`config.mk`:
```
export PLATFORM = sky130hd
export DESIGN_NAME = angle_ramp_unit_flat
export DESIGN_NICKNAME = d
export VERILOG_FILES = /design/src/rtl/angle_ramp_if.sv /design/src/rtl/angle_ramp_unit.sv /design/src/flat_wrapper.sv
export SDC_FILE = /design/constraint.sdc
export NUM_CORES = 1
export LEC_CHECK = 0
export BUFFER_PORTS_ARGS = -buffer_cell sky130_fd_sc_hd__buf_2
export CORE_MARGIN = 2
export CORE_UTILIZATION = 60
export CTS_BUF_LIST = sky130_fd_sc_hd__clkbuf_16
export CTS_CLUSTER_SIZE = 40
export DETAILED_ROUTE_END_ITERATION = 8
export GPL_ROUTABILITY_DRIVEN = 0
export HOLD_SLACK_MARGIN = 0.08
export PLACE_DENSITY = 0.8
export SETUP_SLACK_MARGIN = 0.15
export SYNTH_ARGS = -nofsm -noshare
export SYNTH_HDL_FRONTEND = slang
export SYNTH_SLANG_ARGS = --single-unit
```
`constraint.sdc`:
```
create_clock -name clk -period 7.05 [get_ports clk]
set_clock_uncertainty 0.2 [all_clocks]
set_input_delay 0.705 -clock clk [delete_from_list [all_inputs] [get_ports clk]]
set_output_delay 0.705 -clock clk [all_outputs]
set_load 0.005 [all_outputs]
```
`src/rtl/angle_ramp_if.sv`:
```
// Bus between the switch/command front end and the angle ramp unit.
// The load path has no ready: load_valid is a single-cycle strobe that is
// accepted in every cycle it is high (the unit can always take a new target),
// and load_ch/load_angle are qualified by load_valid in that same cycle.
interface angle_ramp_if #(
  parameter int NUM_CH  = 4,
  parameter int ANGLE_W = 8
);
  localparam int LCH_W = (NUM_CH > 1) ? $clog2(NUM_CH) : 1;

  logic                      en;
  logic [2*NUM_CH-1:0]       sw;
  logic                      load_valid;
  logic [LCH_W-1:0]          load_ch;
  logic [ANGLE_W-1:0]        load_angle;
  logic [NUM_CH*ANGLE_W-1:0] angle;
  logic [NUM_CH-1:0]         moving;
  logic [NUM_CH-1:0]         at_target;

  modport master (
    output en, sw, load_valid, load_ch, load_angle,
    input  angle, moving, at_target
  );

  modport slave (
    input  en, sw, load_valid, load_ch, load_angle,
    output angle, moving, at_target
  );
endinterface

```
`src/rtl/angle_ramp_unit.sv`:
```
// Multi-channel rate-limited servo angle generator. Each channel holds a
// target (from switch edges or direct loads) and its angle slews toward it
// by at most STEP per prescaled tick, never overshooting.
module angle_ramp_unit #(
  parameter int NUM_CH    = 4,
  parameter int ANGLE_W   = 8,
  parameter int ANGLE_MAX = 180,
  parameter int STEP      = 1,
  parameter int TICK_DIV  = 50000
) (
  input logic         clk,
  input logic         rst,
  angle_ramp_if.slave bus
);
  localparam int PS_W = $clog2(TICK_DIV);

  localparam logic [PS_W-1:0]    PS_LAST = PS_W'(TICK_DIV - 1);
  localparam logic [PS_W-1:0]    PS_ONE  = PS_W'(1);
  localparam logic [ANGLE_W:0]   MAX_X   = (ANGLE_W + 1)'(ANGLE_MAX);
  localparam logic [ANGLE_W:0]   STEP_X  = (ANGLE_W + 1)'(STEP);
  localparam logic [ANGLE_W-1:0] MAX_A   = ANGLE_W'(ANGLE_MAX);

  logic [PS_W-1:0]     prescaler;
  logic                tick;
  logic [2*NUM_CH-1:0] sw_prev;
  logic [ANGLE_W-1:0]  angle_q    [NUM_CH];
  logic [ANGLE_W-1:0]  target     [NUM_CH];
  logic [ANGLE_W-1:0]  target_nxt [NUM_CH];
  logic [ANGLE_W-1:0]  angle_nxt  [NUM_CH];
  logic [ANGLE_W:0]    diff_s     [NUM_CH];
  logic [ANGLE_W:0]    mag        [NUM_CH];
  logic [ANGLE_W:0]    stp        [NUM_CH];
  logic [ANGLE_W:0]    new_x      [NUM_CH];
  logic [NUM_CH-1:0]   moving_v;

  assign tick = bus.en && (prescaler == PS_LAST);

  // Next target: switch edge decode first, then a load on the same channel overrides it.
  always_comb begin
    for (int i = 0; i < NUM_CH; i++) begin
      target_nxt[i] = target[i];
      if (bus.sw[2*i +: 2] != sw_prev[2*i +: 2]) begin
        if (bus.sw[2*i +: 2] == 2'b00) begin
          target_nxt[i] = '0;
        end else if (bus.sw[2*i +: 2] == 2'b11) begin
          target_nxt[i] = MAX_A;
        end
      end
      if (bus.load_valid && (int'(bus.load_ch) < NUM_CH) && (int'(bus.load_ch) == i)) begin
        target_nxt[i] = ({1'b0, bus.load_angle} > MAX_X) ? MAX_A : bus.load_angle;
      end
    end
  end

  // Next angle: on tick step toward the currently registered target by min(STEP, |diff|).
  always_comb begin
    for (int i = 0; i < NUM_CH; i++) begin
      // Extended difference: the top bit is the sign, i.e. the slew direction.
      diff_s[i]    = {1'b0, target[i]} - {1'b0, angle_q[i]};
      mag[i]       = diff_s[i][ANGLE_W] ? (~diff_s[i] + 1'b1) : diff_s[i];
      stp[i]       = (mag[i] < STEP_X) ? mag[i] : STEP_X;
      new_x[i]     = diff_s[i][ANGLE_W] ? ({1'b0, angle_q[i]} - stp[i])
                                        : ({1'b0, angle_q[i]} + stp[i]);
      angle_nxt[i] = angle_q[i];
      if (tick) begin
        // Saturating guard so a step can never wrap the angle.
        angle_nxt[i] = (new_x[i] > MAX_X) ? MAX_A : new_x[i][ANGLE_W-1:0];
      end
    end
  end

  // State registers: prescaler, switch history, per-channel target and angle.
  always_ff @(posedge clk) begin
    if (rst) begin
      prescaler <= '0;
      sw_prev   <= '0;
      for (int i = 0; i < NUM_CH; i++) begin
        angle_q[i] <= '0;
        target[i]  <= '0;
      end
    end else begin
      sw_prev <= bus.sw;
      if (bus.en) begin
        prescaler <= tick ? '0 : prescaler + PS_ONE;
      end
      for (int i = 0; i < NUM_CH; i++) begin
        angle_q[i] <= angle_nxt[i];
        target[i]  <= target_nxt[i];
      end
    end
  end

  // Outputs come straight from registered angle/target.
  for (genvar g = 0; g < NUM_CH; g++) begin : g_out
    assign bus.angle[g*ANGLE_W +: ANGLE_W] = angle_q[g];
    assign moving_v[g] = (angle_q[g] != target[g]);
  end

  assign bus.moving    = moving_v;
  assign bus.at_target = ~moving_v;
endmodule

```
`src/flat_wrapper.sv`:
```
// flat-port wrapper written by rule: the top's interface ports become plain ports
module angle_ramp_unit_flat 
#(
  parameter int NUM_CH    = 4,
  parameter int ANGLE_W   = 8,
  parameter int ANGLE_MAX = 180,
  parameter int STEP      = 1,
  parameter int TICK_DIV  = 50000
)
  (clk, rst, bus_en, bus_sw, bus_load_valid, bus_load_ch, bus_load_angle, bus_angle, bus_moving, bus_at_target);
  angle_ramp_if #(.NUM_CH(NUM_CH), .ANGLE_W(ANGLE_W)) bus_i ();
  input logic clk;
  input logic rst;
  input wire logic [$bits(bus_i.en)-1:0] bus_en;
  input wire logic [$bits(bus_i.sw)-1:0] bus_sw;
  input wire logic [$bits(bus_i.load_valid)-1:0] bus_load_valid;
  input wire logic [$bits(bus_i.load_ch)-1:0] bus_load_ch;
  input wire logic [$bits(bus_i.load_angle)-1:0] bus_load_angle;
  output wire logic [$bits(bus_i.angle)-1:0] bus_angle;
  output wire logic [$bits(bus_i.moving)-1:0] bus_moving;
  output wire logic [$bits(bus_i.at_target)-1:0] bus_at_target;
  assign bus_i.en = bus_en;
  assign bus_i.sw = bus_sw;
  assign bus_i.load_valid = bus_load_valid;
  assign bus_i.load_ch = bus_load_ch;
  assign bus_i.load_angle = bus_load_angle;
  assign bus_angle = bus_i.angle;
  assign bus_moving = bus_i.moving;
  assign bus_at_target = bus_i.at_target;
  angle_ramp_unit #(.NUM_CH(NUM_CH), .ANGLE_W(ANGLE_W), .ANGLE_MAX(ANGLE_MAX), .STEP(STEP), .TICK_DIV(TICK_DIV)) u_core (.clk(clk), .rst(rst), .bus(bus_i));
endmodule
```
* Word-level counts from Yosys, hierarchy flattened
Memories as Yosys holds them, arrays and structs flattened. Cells that the tools add are included.
Operators by class: order comparisons 9, $add $sub $neg 17, bitwise gates (word level) 13, reduce and logical (&&, ||, !) cells 10, muxes and demuxes 49, equal/unequal tests 16
Operators with widths (number):
- 2-to-1 mux 8 bit | 33
- 2-to-1 mux 9 bit | 12
- adder 8 x 9 -> 9 bit | 4
- adder 9 x 1 -> 9 bit (second input constant) | 4
- > comparator 9 x 8 -> 1 bit (second input constant) | 4
- < comparator 9 x 1 -> 1 bit (second input constant) | 4
- inverter 9 bit | 4
- subtractor 8 x 8 -> 9 bit | 4
- subtractor 8 x 9 -> 9 bit | 4
- inequality test 8 bit | 4
- adder 16 x 1 -> 16 bit (second input constant) | 1
- == test 16 bit (second input constant) | 1
- 2-to-1 mux 16 bit | 1
- == test 2 bit (second input constant) | 6
- zero test 2 bit | 5
- > comparator 8 bit (second input constant) | 1
- inequality test 2 bit | 4
- bitwise OR 1 bit | 8
- logical AND 1 bit | 5
- inverter 4 bit | 1
- 2-to-1 mux 1 bit | 3
- == test 2 x 1 -> 1 bit (second input constant) | 1
Word-level totals: bits in writable memories 64, output and inout bits 40, word-level logic and storage cells 118, memories kept 2, flip-flop bits (word level) 24, input port bits 22
Memories:
- u_core.angle_q | words 4, width 8, rd ports 4, clocked after memory_dff 0, wr ports 4, line angle_ramp_unit.sv:26 | logic [ANGLE_W-1:0] angle_q [NUM_CH];
- u_core.target | words 4, width 8, rd ports 4, clocked after memory_dff 0, wr ports 4, line angle_ramp_unit.sv:27 | logic [ANGLE_W-1:0] target [NUM_CH];

* Longest topological paths before layout
depth after elaboration 12, depth in mapped cells 23, gate-level depth less buffers 23

* Least setup slack after synthesis
No wires, ideal clock.
path type reg2reg, start mem u_core.angle_q[1][0], end mem u_core.angle_q[1][1], path slack 2.262 ns, arrival 4.471 ns, library setup time 0.117 ns, buffers on the path 0, stages on the path, launching flop included 21, clock period less this slack 4.788 ns, required time 6.733 ns, cell sequence dfxtp_1 ha_1 inv_1 fa_1 a21o_1 a21oi_1 o21ai_0 a2111oi_0 a211oi_1 a21oi_1 o211a_1 ha_1 nand2_1 ha_1 nor2b_1 o31a_1 o311ai_0 nand2_1 xnor2_1 a211oi_1 a32o_1
RTL lines (line):
- start: declaration | angle_ramp_unit.sv:26

==> metrics.md <==
| Metric | Value |
|---|---|
| Synth Instances | `942` |
| Fmax | `183 MHz` |
| CTS sink count | `88` |
| Area grow syn2layout | `10.1%` |
| Min-Delay Endpoint | `u_core.angle_q[0][0]$_SDFFE_PP0P_` |
| Place WS | `1700 ps` |
| Buf/Inv on CP | `1` |
| Setup slack after layout | `1590 ps` |
| DP Cell Count | `1132` |
| IO Port Bufs | `61` |
| Initial antenna violation count | `1` |
| Drt pass-1 iters | `7` |
| Cts bufs inserted | `9` |
| Period utilization | `0.775` |
| Crit start category | `flip-flop` |
| Setup crit end kind | `flip-flop` |
| Grt peak-use layer | `met2` |
| Hold path depth | `2` |
| Final Hold Violating Endpoints | `0` |
| GR Util met3 | `0.0538` |
| Pwr Total | `1.64 mW` |
| Root buffer cell | `clkbuf_16` |
| Starting Density | `0.616` |
| Antenna Violating Nets Remaining | `0` |
| Warning count from the yosys run | `0` |
| WP data arrival | `5490 ps` |
| Met1 Usage GRT | `0.373` |
| Total length of routed wires | `18.1 mm` |
| Critical Path, Cell by Cell | `ha_1 -> inv_1 -> fa_1 -> a21o_1 -> a21oi_1 -> o21ai_0 -> a2111oi_0 -> a211oi_1 -> a21oi_1 -> o211a_1 -> ha_1 -> nand2_1 -> ha_1 -> nor2b_1 -> o31a_1 -> o311ai_0 -> nand2_1 -> xnor2_1 -> a211oi_1 -> a32o_1` |
| H-tree Lvls | `3` |
| Share of layout cells above drive strength 1 | `0.0959` |
| GR Layer Usage met2 | `0.457` |
| Max Transition Viols Final | `0` |
| Max IR drop VDD | `0.117 mV` |
| Die W | `115 um` |
| CORE AREA | `0.0120 sq mm` |
| Die area | `0.0132 sq mm` |
| Die Span Y | `115 um` |
| Hpwl dp | `13.7 mm` |
| DRC viols | `0` |
| CP required | `7080 ps` |
| Slew margin rel. | `0.284` |
| RSZ-0062 raised after global routing | `false` |
| Final Setup Violations | `0` |
| Min-delay src | `u_core.angle_q[0][0]$_SDFFE_PP0P_` |
| Commonest non-fill, non-tap cell in the layout | `nor2_1` |
| Vias | `7019` |
| Row count | `40` |
| Syn_area_per_cell | `7.86 sq um` |
| Post-Route Setup TNS | `0 ps` |
| Vias/cell | `6.11` |
| Synth Area in Compound Gates | `0.262` |
| Pin count of the biggest net entering global routing | `69` |
| Post-synth EDFFs | `0` |
| Synth Flop Type | `dfxtp_1` |
| Measured slew at the worst slew-check pin | `1070 ps` |
| Routed wire per std cell | `15.7 um` |
| R2R cell count | `20` |
| Post-synthesis mux area share | `0.0156` |
| Fillers | `1034` |
| Crit path max fanout | `6` |
| Util after Layout | `0.679` |
| WHS | `295 ps` |
| Critical Path Most Common Cell | `ha_1` |
| I/O Pins | `62` |
| Cts repair resizes | `0` |
| Synth Area in XOR/XNOR | `0.0592` |
| Fin cells | `1149` |
| Pleak | `3.63 nW` |
| Critical R2R Launch | `u_core.angle_q[1][0]$_SDFFE_PP0P_` |
| Clk Latency, worst-skew pair | `340 ps` |
| FF-to-FF End | `u_core.angle_q[1][1]$_SDFFE_PP0P_` |
| Postcts setup bufs | `0` |
| Initial DRC count | `482` |
| #FFs+latches synth | `88` |
| Async SR Flop Fraction | `0` |
| Tightest Hold Check Type | `flip-flop to flip-flop` |
| Top cell family by delay on the critical path | `compound AO/OA/AOI/OAI gates` |
| Distinct cells, synth | `80` |
| Clock Pin Slew Worst Setup and Hold Paths | `70 ps` |
| Sequential area share after synthesis | `0.238` |
| Nets | `1099` |
| First-pass GRT wire length | `29.7 mm` |
| Clock Tree Buf Depth | `2` |
| Largest family of logic cells by synthesized area | `compound AO/OA/AOI/OAI gates` |
| Worst stage delay on the critical path | `470 ps` |
| Worst R2R Setup Slack | `1590 ps` |
| Adder-cell share of the synthesized area | `0.145` |
| Final min period | `5460 ps` |
| Slowest CP cell | `a2111oi_0` |
| Overflow after GRT | `0` |
| Power Density | `201 mW/mm^2` |
| Hold-fix buffer count after cts | `0` |
| Most frequent cells in the layout | `nor2_1, dfxtp_1, inv_1, ha_1, a21oi_1` |
| Max-Cap Viols | `0` |
| Synthesized area | `0.00740 sq mm` |
| Crit path kind | `flip-flop to flip-flop` |
| Placed Area | `0.00782 sq mm` |
| Simple-Gate Fraction of Synth Area | `0.227` |
| Cell area after layout | `0.00815 sq mm` |
| Overall Global Routing Usage | `0.275` |
| Vias in the first global route | `6296` |
| CTS tree | `built` |
| Status | `finished, final reports clean` |
==> logic make-up (layout without fill, tap and decap cells) <==
group / after synthesis / in the layout
simple gates: 330 / 330
compound gates: 281 / 281
buf+inv: 100 / 156
flops: 88 / 88
fa+ha+maj: 81 / 81
xor+xnor: 50 / 50
mux: 11 / 11
other cells: 1 / 5
==> cell usage after synthesis (all sizes together), types with 15 or more instances <==
cell type | count | share of area
nor2b | 25 | 0.021
nand3 | 16 | 0.011
nand2 | 62 | 0.031
nand2b | 21 | 0.018
a21oi | 66 | 0.046
xnor2 | 20 | 0.024
a22oi | 17 | 0.017
dfxtp | 88 | 0.24
a221oi | 19 | 0.022
a21o | 15 | 0.015
clkbuf | 20 | 0.010
inv | 75 | 0.038
xor2 | 30 | 0.035
o21a | 19 | 0.019
ha | 73 | 0.12
nor2 | 95 | 0.049
a211oi | 17 | 0.017
nor3 | 36 | 0.026
o21ai | 43 | 0.029
==> routing by layer <==
metal,share of wire,up-vias
li1,-,3570
met3,0.042,24
met2,0.46,152
met4,0.016,0
met5,0,-
met1,0.48,3273
==> sequential cells by signal (all words and copies together), names as in the netlist <==
signal,count
u_core.sw_prev,8
u_core.target,32
u_core.angle_q,32
u_core.prescaler,16
==> where the power goes <==
group / leakage [nW] / internal, mW / switching, mW
Combinational: 2.75 / 0.245 / 0.353
Sequential: 0.715 / 0.510 / 0.00890
Clock: 0.162 / 0.315 / 0.210
Total: 3.63 / 1.07 / 0.572
==> layout make-up <==
type | instances | area (sq um) | share of cell area
well taps | 147 | 184 | 0.0226
inverters | 76 | 285 | 0.0350
multi-input cells | 757 | 5260 | 0.646
clock buffers | 9 | 225 | 0.0276
clock inverters | 7 | 103 | 0.0126
diodes | 1 | 2.50 | 0.000307
flip-flops and latches | 88 | 1760 | 0.216
repair buffers | 64 | 328 | 0.0402
==> worst max path at each step <==
stage / startpoint / end / slack (ps) / cells after the start
final: u_core.angle_q[1][0]$_SDFFE_PP0P_ / u_core.angle_q[1][1]$_SDFFE_PP0P_ / 1590 / 20
after global routing: u_core.angle_q[1][1]$_SDFFE_PP0P_ / u_core.angle_q[1][1]$_SDFFE_PP0P_ / 1170 / 19
after CTS: u_core.angle_q[1][0]$_SDFFE_PP0P_ / u_core.angle_q[1][1]$_SDFFE_PP0P_ / 1660 / 20
after detailed placement: u_core.angle_q[1][0]$_SDFFE_PP0P_ / u_core.angle_q[1][1]$_SDFFE_PP0P_ / 1700 / 20
after global placement: u_core.angle_q[1][0]$_SDFFE_PP0P_ / u_core.angle_q[1][1]$_SDFFE_PP0P_ / 1770 / 20
after floorplan: u_core.angle_q[1][0]$_SDFFE_PP0P_ / u_core.angle_q[1][1]$_SDFFE_PP0P_ / 2260 / 20
==> tightest hold or removal path, delay by kind of cell (launching register included) <==
kind             cells  cell delay (ps)
AND/OR/NAND/NOR      1               60
flip-flops           1              330
AO/OA/AOI/OAI        1               50
Note: power is estimated with default switching activity, not from simulation.
